<file path="src/rtl/ttt_button_conditioner.sv">
// ---------------------------------------------------------------------------
// ttt_button_conditioner
//   Input conditioning for the TicTacToe game core. Each of the two raw
//   push-buttons is synchronised (2 flops), debounced by a four-state channel
//   FSM and turned into a single-cycle accept. A small arbiter guarantees the
//   game core never sees sel and next high in the same cycle.
//
// Parameters
//   DEBOUNCE_CYCLES  cycles a level must be stable before it is accepted (>= 2)
//   BTN_ACTIVE_LOW   1: raw button reads 0 when pressed; 0: reads 1 when pressed
//
// Ports
//   clk           system clock
//   rst           asynchronous active-low reset
//   btn_sel_raw   raw select button, asynchronous to clk
//   btn_next_raw  raw next button, asynchronous to clk
//   sel           one-cycle pulse per accepted select press
//   next          one-cycle pulse per accepted next press
//   sel_level     debounced select level, 1 = pressed
//   next_level    debounced next level, 1 = pressed
// ---------------------------------------------------------------------------
module ttt_button_conditioner #(
  parameter int unsigned DEBOUNCE_CYCLES = 500000,
  parameter bit          BTN_ACTIVE_LOW  = 1'b1
) (
  input  logic clk,
  input  logic rst,
  input  logic btn_sel_raw,
  input  logic btn_next_raw,
  output logic sel,
  output logic next,
  output logic sel_level,
  output logic next_level
);

  localparam int unsigned CNT_W   = $clog2(DEBOUNCE_CYCLES);
  localparam int unsigned NCH     = 2;
  localparam int unsigned CH_SEL  = 0;
  localparam int unsigned CH_NEXT = 1;

  localparam logic [CNT_W-1:0] CNT_LAST = CNT_W'(DEBOUNCE_CYCLES - 1);

  typedef enum logic [1:0] {
    ST_IDLE         = 2'd0,
    ST_PRESS_WAIT   = 2'd1,
    ST_PRESSED      = 2'd2,
    ST_RELEASE_WAIT = 2'd3
  } chan_state_e;

  logic [NCH-1:0]   raw;
  logic [NCH-1:0]   sync1_q;
  logic [NCH-1:0]   sync2_q;
  logic [NCH-1:0]   pressed;

  chan_state_e      state_q [NCH];
  chan_state_e      state_d [NCH];
  logic [CNT_W-1:0] cnt_q   [NCH];
  logic [CNT_W-1:0] cnt_d   [NCH];

  logic [NCH-1:0]   accept;
  logic [NCH-1:0]   level_d;
  logic [NCH-1:0]   level_q;

  logic             sel_d;
  logic             sel_q;
  logic             next_d;
  logic             next_q;
  logic             sel_pend_d;
  logic             sel_pend_q;
  logic             next_pend_d;
  logic             next_pend_q;

  assign raw = {btn_next_raw, btn_sel_raw};

  // Two-flop synchroniser per button; resets to the released level.
  always_ff @(posedge clk or negedge rst) begin
    if (!rst) begin
      sync1_q <= {NCH{BTN_ACTIVE_LOW}};
      sync2_q <= {NCH{BTN_ACTIVE_LOW}};
    end else begin
      sync1_q <= raw;
      sync2_q <= sync1_q;
    end
  end

  assign pressed = sync2_q ^ {NCH{BTN_ACTIVE_LOW}};

  // Channel FSM state and counter registers.
  always_ff @(posedge clk or negedge rst) begin
    if (!rst) begin
      for (int c = 0; c < NCH; c++) begin
        state_q[c] <= ST_IDLE;
        cnt_q[c]   <= '0;
      end
    end else begin
      for (int c = 0; c < NCH; c++) begin
        state_q[c] <= state_d[c];
        cnt_q[c]   <= cnt_d[c];
      end
    end
  end

  // Channel FSM next state; the terminal compare stops the counter, so it
  // never wraps.
  always_comb begin
    for (int c = 0; c < NCH; c++) begin
      state_d[c] = state_q[c];
      cnt_d[c]   = cnt_q[c];
      case (state_q[c])
        ST_IDLE: begin
          if (pressed[c]) begin
            state_d[c] = ST_PRESS_WAIT;
            cnt_d[c]   = '0;
          end
        end
        ST_PRESS_WAIT: begin
          if (!pressed[c]) begin
            state_d[c] = ST_IDLE;
          end else if (cnt_q[c] == CNT_LAST) begin
            state_d[c] = ST_PRESSED;
          end else begin
            cnt_d[c] = cnt_q[c] + CNT_W'(1);
          end
        end
        ST_PRESSED: begin
          if (!pressed[c]) begin
            state_d[c] = ST_RELEASE_WAIT;
            cnt_d[c]   = '0;
          end
        end
        ST_RELEASE_WAIT: begin
          if (pressed[c]) begin
            state_d[c] = ST_PRESSED;
          end else if (cnt_q[c] == CNT_LAST) begin
            state_d[c] = ST_IDLE;
          end else begin
            cnt_d[c] = cnt_q[c] + CNT_W'(1);
          end
        end
        default: begin
          state_d[c] = ST_IDLE;
          cnt_d[c]   = '0;
        end
      endcase
    end
  end

  // Channel FSM outputs: accept fires on the PRESS_WAIT -> PRESSED transition
  // only, so a release glitch (RELEASE_WAIT -> PRESSED) never re-triggers.
  always_comb begin
    accept  = '0;
    level_d = '0;
    for (int c = 0; c < NCH; c++) begin
      accept[c]  = (state_q[c] == ST_PRESS_WAIT) && pressed[c] &&
                   (cnt_q[c] == CNT_LAST);
      level_d[c] = (state_d[c] == ST_PRESSED) ||
                   (state_d[c] == ST_RELEASE_WAIT);
    end
  end

  // Exclusion arbiter: a pending next goes first, then sel, then a fresh
  // next. Whatever loses is held in a pending flag for the following cycle.
  always_comb begin
    sel_d       = 1'b0;
    next_d      = 1'b0;
    sel_pend_d  = 1'b0;
    next_pend_d = 1'b0;
    if (next_pend_q) begin
      next_d      = 1'b1;
      sel_pend_d  = sel_pend_q | accept[CH_SEL];
      next_pend_d = accept[CH_NEXT];
    end else if (sel_pend_q || accept[CH_SEL]) begin
      sel_d       = 1'b1;
      next_pend_d = accept[CH_NEXT];
    end else if (accept[CH_NEXT]) begin
      next_d      = 1'b1;
    end
  end

  // Registered outputs and pending flags.
  always_ff @(posedge clk or negedge rst) begin
    if (!rst) begin
      sel_q       <= 1'b0;
      next_q      <= 1'b0;
      sel_pend_q  <= 1'b0;
      next_pend_q <= 1'b0;
      level_q     <= '0;
    end else begin
      sel_q       <= sel_d;
      next_q      <= next_d;
      sel_pend_q  <= sel_pend_d;
      next_pend_q <= next_pend_d;
      level_q     <= level_d;
    end
  end

  assign sel        = sel_q;
  assign next       = next_q;
  assign sel_level  = level_q[CH_SEL];
  assign next_level = level_q[CH_NEXT];

endmodule

</file>
<file path="config.mk">
export PLATFORM = sky130hd
export DESIGN_NAME = ttt_button_conditioner
export DESIGN_NICKNAME = d
export VERILOG_FILES = /design/src/rtl/ttt_button_conditioner.sv
export SDC_FILE = /design/constraint.sdc
export NUM_CORES = 1
export LEC_CHECK = 0
export CORE_MARGIN = 2
export CORE_UTILIZATION = 37
export CTS_CLUSTER_SIZE = 28
export DETAILED_ROUTE_END_ITERATION = 7
export PLACE_DENSITY = 0.65
export SYNTH_ARGS = -nofsm -noshare
export SYNTH_HDL_FRONTEND = slang
export SYNTH_SLANG_ARGS = --single-unit
</file>
<file path="constraint.sdc">
create_clock -name clk -period 1.8 [get_ports clk]
set_input_delay 0.45 -clock clk [delete_from_list [all_inputs] [get_ports clk]]
set_output_delay 0.45 -clock clk [all_outputs]
set_load 0.03 [all_outputs]
</file>
# --- Word-level counts from Yosys, hierarchy flattened ---
# Index checks and enable logic that the tools add are counted.
classes:
  n_addsub: 2
  n_eq_ne: 20
  muxes: 34
  bitwise_logic: 2
  reduce_logical: 11
ops:
  columns: ["operator", "n"]
  rows:
  - ["two-way mux 19 bit", 10]
  - ["one-hot mux 19 bit (4 select lines)", 2]
  - ["adder 19 x 1 -> 19 bit, second input constant", 2]
  - ["equality test 19 bit, second input constant", 2]
  - ["two-way mux 2 bit", 12]
  - ["equality test 2 bit, second input constant", 8]
  - ["inequality test 2 bit, second input constant", 8]
  - ["one-hot mux 2 bit (4 select lines)", 2]
  - ["two-way mux 1 bit", 8]
  - ["AND reduction 4 bit", 2]
  - ["equality test 2 x 1 -> 1 bit, second input constant", 2]
  - ["logical AND 1 bit", 4]
  - ["logical NOT 2 bit", 2]
  - ["logical OR 1 bit", 3]
  - ["NOT 2 bit", 1]
  - ["bitwise OR 1 bit", 1]
totals:
  register_bits: 52
  in_bits: 4
  output_inout_bits: 4
  word_cells: 80

# --- Logic depth before layout (Yosys ltp) ---
depth:
  word_depth: 6
  ltp_mapped: 7
  depth_no_buf: 6

# --- Worst setup path before layout ---
# Ideal clock, no wire load.
synth_path:
  path_type: "flip-flop to flip-flop"
  from: "reg cnt_q[19] (netlist name)"
  to: "reg cnt_q[19] (netlist name)"
  setup_time_ns: 0.138
  t_arrival_ns: 1.712
  required_time_ns: 1.662
  slack_ns: -0.050
  stages_incl_launch_ff: 8
  n_path_buf: 2
  period_less_slack_ns: 1.850
  path_cell_list: "dfrtp_1 -> ha_1 -> and3_1 -> clkbuf_1 -> nand2b_1 -> o211ai_2 -> buf_4 -> mux2i_1"
synth_via:
  elab_chain_len: 4
  elab_cells_between_ends: 6
  cone_classes: "add/sub (1); eq/ne (1); mux (4)"
synth_rtl:
  columns: ["item", "line", "rtl"]
  rows:
  - ["start: declaration", "57", "logic [CNT_W-1:0] cnt_q [NCH];"]
  - ["start signal: indexed assignment", "98", "cnt_q[c] <= cnt_d[c];"]
  - ["adder 19 x 1 -> 19 bit / equality test 19 bit (equally long branches)", null, null]
  - ["two-way mux 19 bit (*)", "119, 134", null]
  - ["two-way mux 19 bit, on equally long branches", "132, 117", null]
  - ["one-hot mux 19 bit (4 select lines) (*)", "109", "case (state_q[c])"]
# Every way passes the cells marked *; elsewhere a longest branch is shown, timed or not. The select of a mux whose other input is x is not followed.
# A chain may end at the register's enable or synchronous reset.

# --- Worst setup path in the final report ---
layout_path:
  from: "reg sel_q, in the netlist sel"
  to: "out sel"
layout_rtl:
  columns: ["item", "line", "rtl"]
  rows:
  - ["start: declaration", "65", "logic sel_q;"]
  - ["start signal: assignment", "189", "sel_q <= sel_d;"]
  - ["end: declaration", "30", "output logic sel,"]
# No word-level cell between the ends.

==> flow_metrics.py <==
metrics = {
    "run_status": {
        "outcome": "completed",
    },
    "clock_tree": {
        "cts_tree": "built",
        "insertion_delay_ps": 300,
        "root_buffer": "clkbuf_8",
        "clkTransAtPathRegs_ps": 80,
        "clkSinkCount": 51,
        "cts_made_buffers": 5,
        "clockBufferDepth": 2,
        "htreeDepth": 2,
    },
    "worst_setup_path": {
        "cp.required_ps": 1350,
        "critPathBufInv": 1,
        "start_kind": "register",
        "crit_slowest_cell": "clkdlybuf4s50_1",
        "cp.depth": 1,
        "criticalPathCategory": "register to output pin",
        "r2r_start": "cnt_q[1]",
        "worst-r2r-cell-count": 6,
        "critical_path.startpoint": "sel",
        "r2r_end": "next_pend_q",
        "setup.worst_path.end": "sel",
        "crit_family": "buffers and inverters",
        "crit_path_max_fanout": 1,
        "endpoint_kind": "output pin",
        "path_cells": "clkdlybuf4s50_1",
        "r2r_slack_ps": 60,
        "critPathArrivalTime_ps": 1300,
        "slowest_delay_ps": 660,
    },
    "yosys": {
        "synth_area_leaders": "dfrtp_1, dfstp_2, o31ai_1",
        "synth-seq-cells": 51,
        "synth_top_area_share_pct": 43.1,
        "syn_inst": 279,
        "ys_async_sr_fraction_pct": 100,
        "ys_types": 53,
        "yosysSeqAreaShare_pct": 46.9,
        "synth_area_um2": 2730,
        "syn_nets": 285,
        "synth_edf_count": 0,
        "avgSynthCellArea_um2": 9.79,
        "yosysTopAreaCell": "dfrtp_1",
        "yosys_warnings": 0,
        "synth-main-ff-cell": "dfrtp_1",
    },
    "placed_design": {
        "finalWeightedCongestion": 0.860,
        "place_ws_ps": -32.5,
        "io_buffers": 7,
        "dpl.hpwl_mm": 4.36,
        "dpl.cell_count": 415,
    },
    "cells_and_area": {
        "fin_cells": 431,
        "drive_gt1_share_pct": 25.3,
        "mostFrequentLayoutCells": "buf_4, dfrtp_1, nand2_1",
        "layout.nets": 337,
        "utilization_pct": 47.4,
        "diodes": 0,
        "fillerInstances": 695,
        "final_common_cell": "buf_4",
        "area_delta_synth_final_pct": 25.1,
    },
    "hold_path": {
        "min_path_type": "primary input to async pin",
    },
    "grt": {
        "grt_first_pass_wirelength_mm": 10.7,
        "overflow": 0,
        "antenna_found_initial": 0,
        "grt_max_degree": 52,
        "track_usage_pct": 15.9,
        "grt_pass1_vias": 2215,
    },
    "sta": {
        "drv_slew": 0,
        "period_share_pct": 97.0,
        "setup_viol": 0,
        "timing.slew.headroom_pct": 69.1,
        "worstMarginPinSlew_ps": 461,
        "max_freq_ghz": 0.573,
        "finalHoldViolCount": 0,
        "skew_ps": 9.66,
        "hold_ws_ps": 138,
        "rsz0062_at_grt": "yes",
        "setup_slack_ps": 53.4,
        "period_needed_ps": 1750,
    },
    "power_and_ir_drop": {
        "peakVddDrop_v": 0.000487,
        "fin_total_pwr_mw": 2.09,
        "power.leakage_nw": 1.43,
        "powerDensity_nw_per_um2": 611,
    },
    "die": {
        "io_pins": 8,
        "coreArea_um2": 7210,
        "dieArea_um2": 8090,
        "die_w_um": 89.9,
        "die_y_um": 89.9,
        "rows": 31,
        "start_util_pct": 37.9,
    },
    "job": {
        "drv_cap": 0,
    },
    "routing": {
        "first_pass_iters": 5,
        "vias_per_cell": 5.64,
        "final_antenna_net_count": 0,
        "routed_wl_mm": 6.38,
        "wire_per_inst_um": 14.8,
        "drt_iter0_drc": 148,
        "route.detailed.drc": 0,
        "vias": 2430,
    },
}
==> registers in the layout, summed over array words and instances (netlist names), 2 cells and up <==
| name | count |
|---|---|
| sync1_q | 2 |
| state_q | 4 |
| sync2_q | 2 |
| cnt_q | 38 |
==> cells in the mapped netlist, drive strengths merged, types with 2 or more instances <==
cell type,n
clkbuf,7
a22oi,2
inv,14
a22o,2
buf,2
dfstp,4
a21oi,8
or4,6
nor3,4
xor2,3
o2bb2ai,4
dfrtp,47
nand3,16
and3,7
or3,3
o21ai,14
nand2b,5
nor2,8
and2,8
o22ai,2
nor4,6
nand2,18
ha,2
a211oi,2
and4,4
nand4,10
a31oi,14
nor2b,2
o41ai,6
o211ai,4
or2,2
o31ai,12
a21boi,3
a21o,2
xnor2,4
nor4b,4
mux2i,7
==> metrics by stage <==
| step | area, um2 | TNS [ps] |
|---|---|---|
| 2_1_floorplan | 2740 | 0 |
| 3_3_place_gp | 3190 | 0 |
| 3_5_place_dp | 3190 | -32.5 |
| 4_1_cts | 3280 | 0 |
| 5_1_grt | 3420 | -82.7 |
| 6_report | 3420 | 0 |
==> final cells by class <==
cell class	count	area [um2]	area share [%]
clock buffers	7	76.3	2.23
clock inverters	1	5.00	0.146
inverters	14	52.6	1.54
multi-input cells	205	1440	42.1
flip-flops and latches	51	1290	37.6
well taps	99	124	3.63
repair buffers	54	434	12.7
==> worst min path at each step <==
stage	from	to	slack, ps	depth (start not counted)
2_1_floorplan	rst	cnt_q[0]	150	0
3_3_place_gp	sync1_q[0]	sync2_q[0]	350	0
3_5_place_dp	sync1_q[0]	sync2_q[0]	350	0
4_1_cts	rst	cnt_q[35]	140	2
5_1_grt	rst	cnt_q[35]	140	2
6_report	rst	cnt_q[36]	140	2
==> logic make-up (layout without fill, tap and decap cells) <==
family | count (synthesis) | count (layout) | share of synthesized area, %
muxes | 7 | 7 | 2.57
xor gates and xnor gates | 7 | 7 | 2.24
and+or+nand+nor | 107 | 107 | 23.1
AOI/OAI and AO/OA | 82 | 82 | 20.9
adders and majority gates | 2 | 2 | 0.916
DFF | 51 | 51 | 46.9
buffers and inverters | 23 | 76 | 3.34
==> report_power, final <==
group          internal, mW  total, mW  switching [mW]
Combinational         0.108      0.240           0.132
Clock                 0.274      0.631           0.357
Sequential             1.19       1.22          0.0311
Total                  1.57       2.09           0.521
==> what timing repair did <==
item / CTS / global route
cloned: 0 / 0
setup buffers: 0 / 9
gates resized for setup: 2 / 23
hold buffers: 0 / 0
setup endpoints to repair: 2 / 33
pin swaps: 0 / 3
==> routing by layer <==
layer	track usage, %	vias to the layer above	wire, um
met4	4.74	0	74
met2	24.5	42	2990
li1	-	1180	-
met1	23.1	1202	3110
met3	2.51	6	204
met5	0	-	0
(Power assumes the default switching activity.)
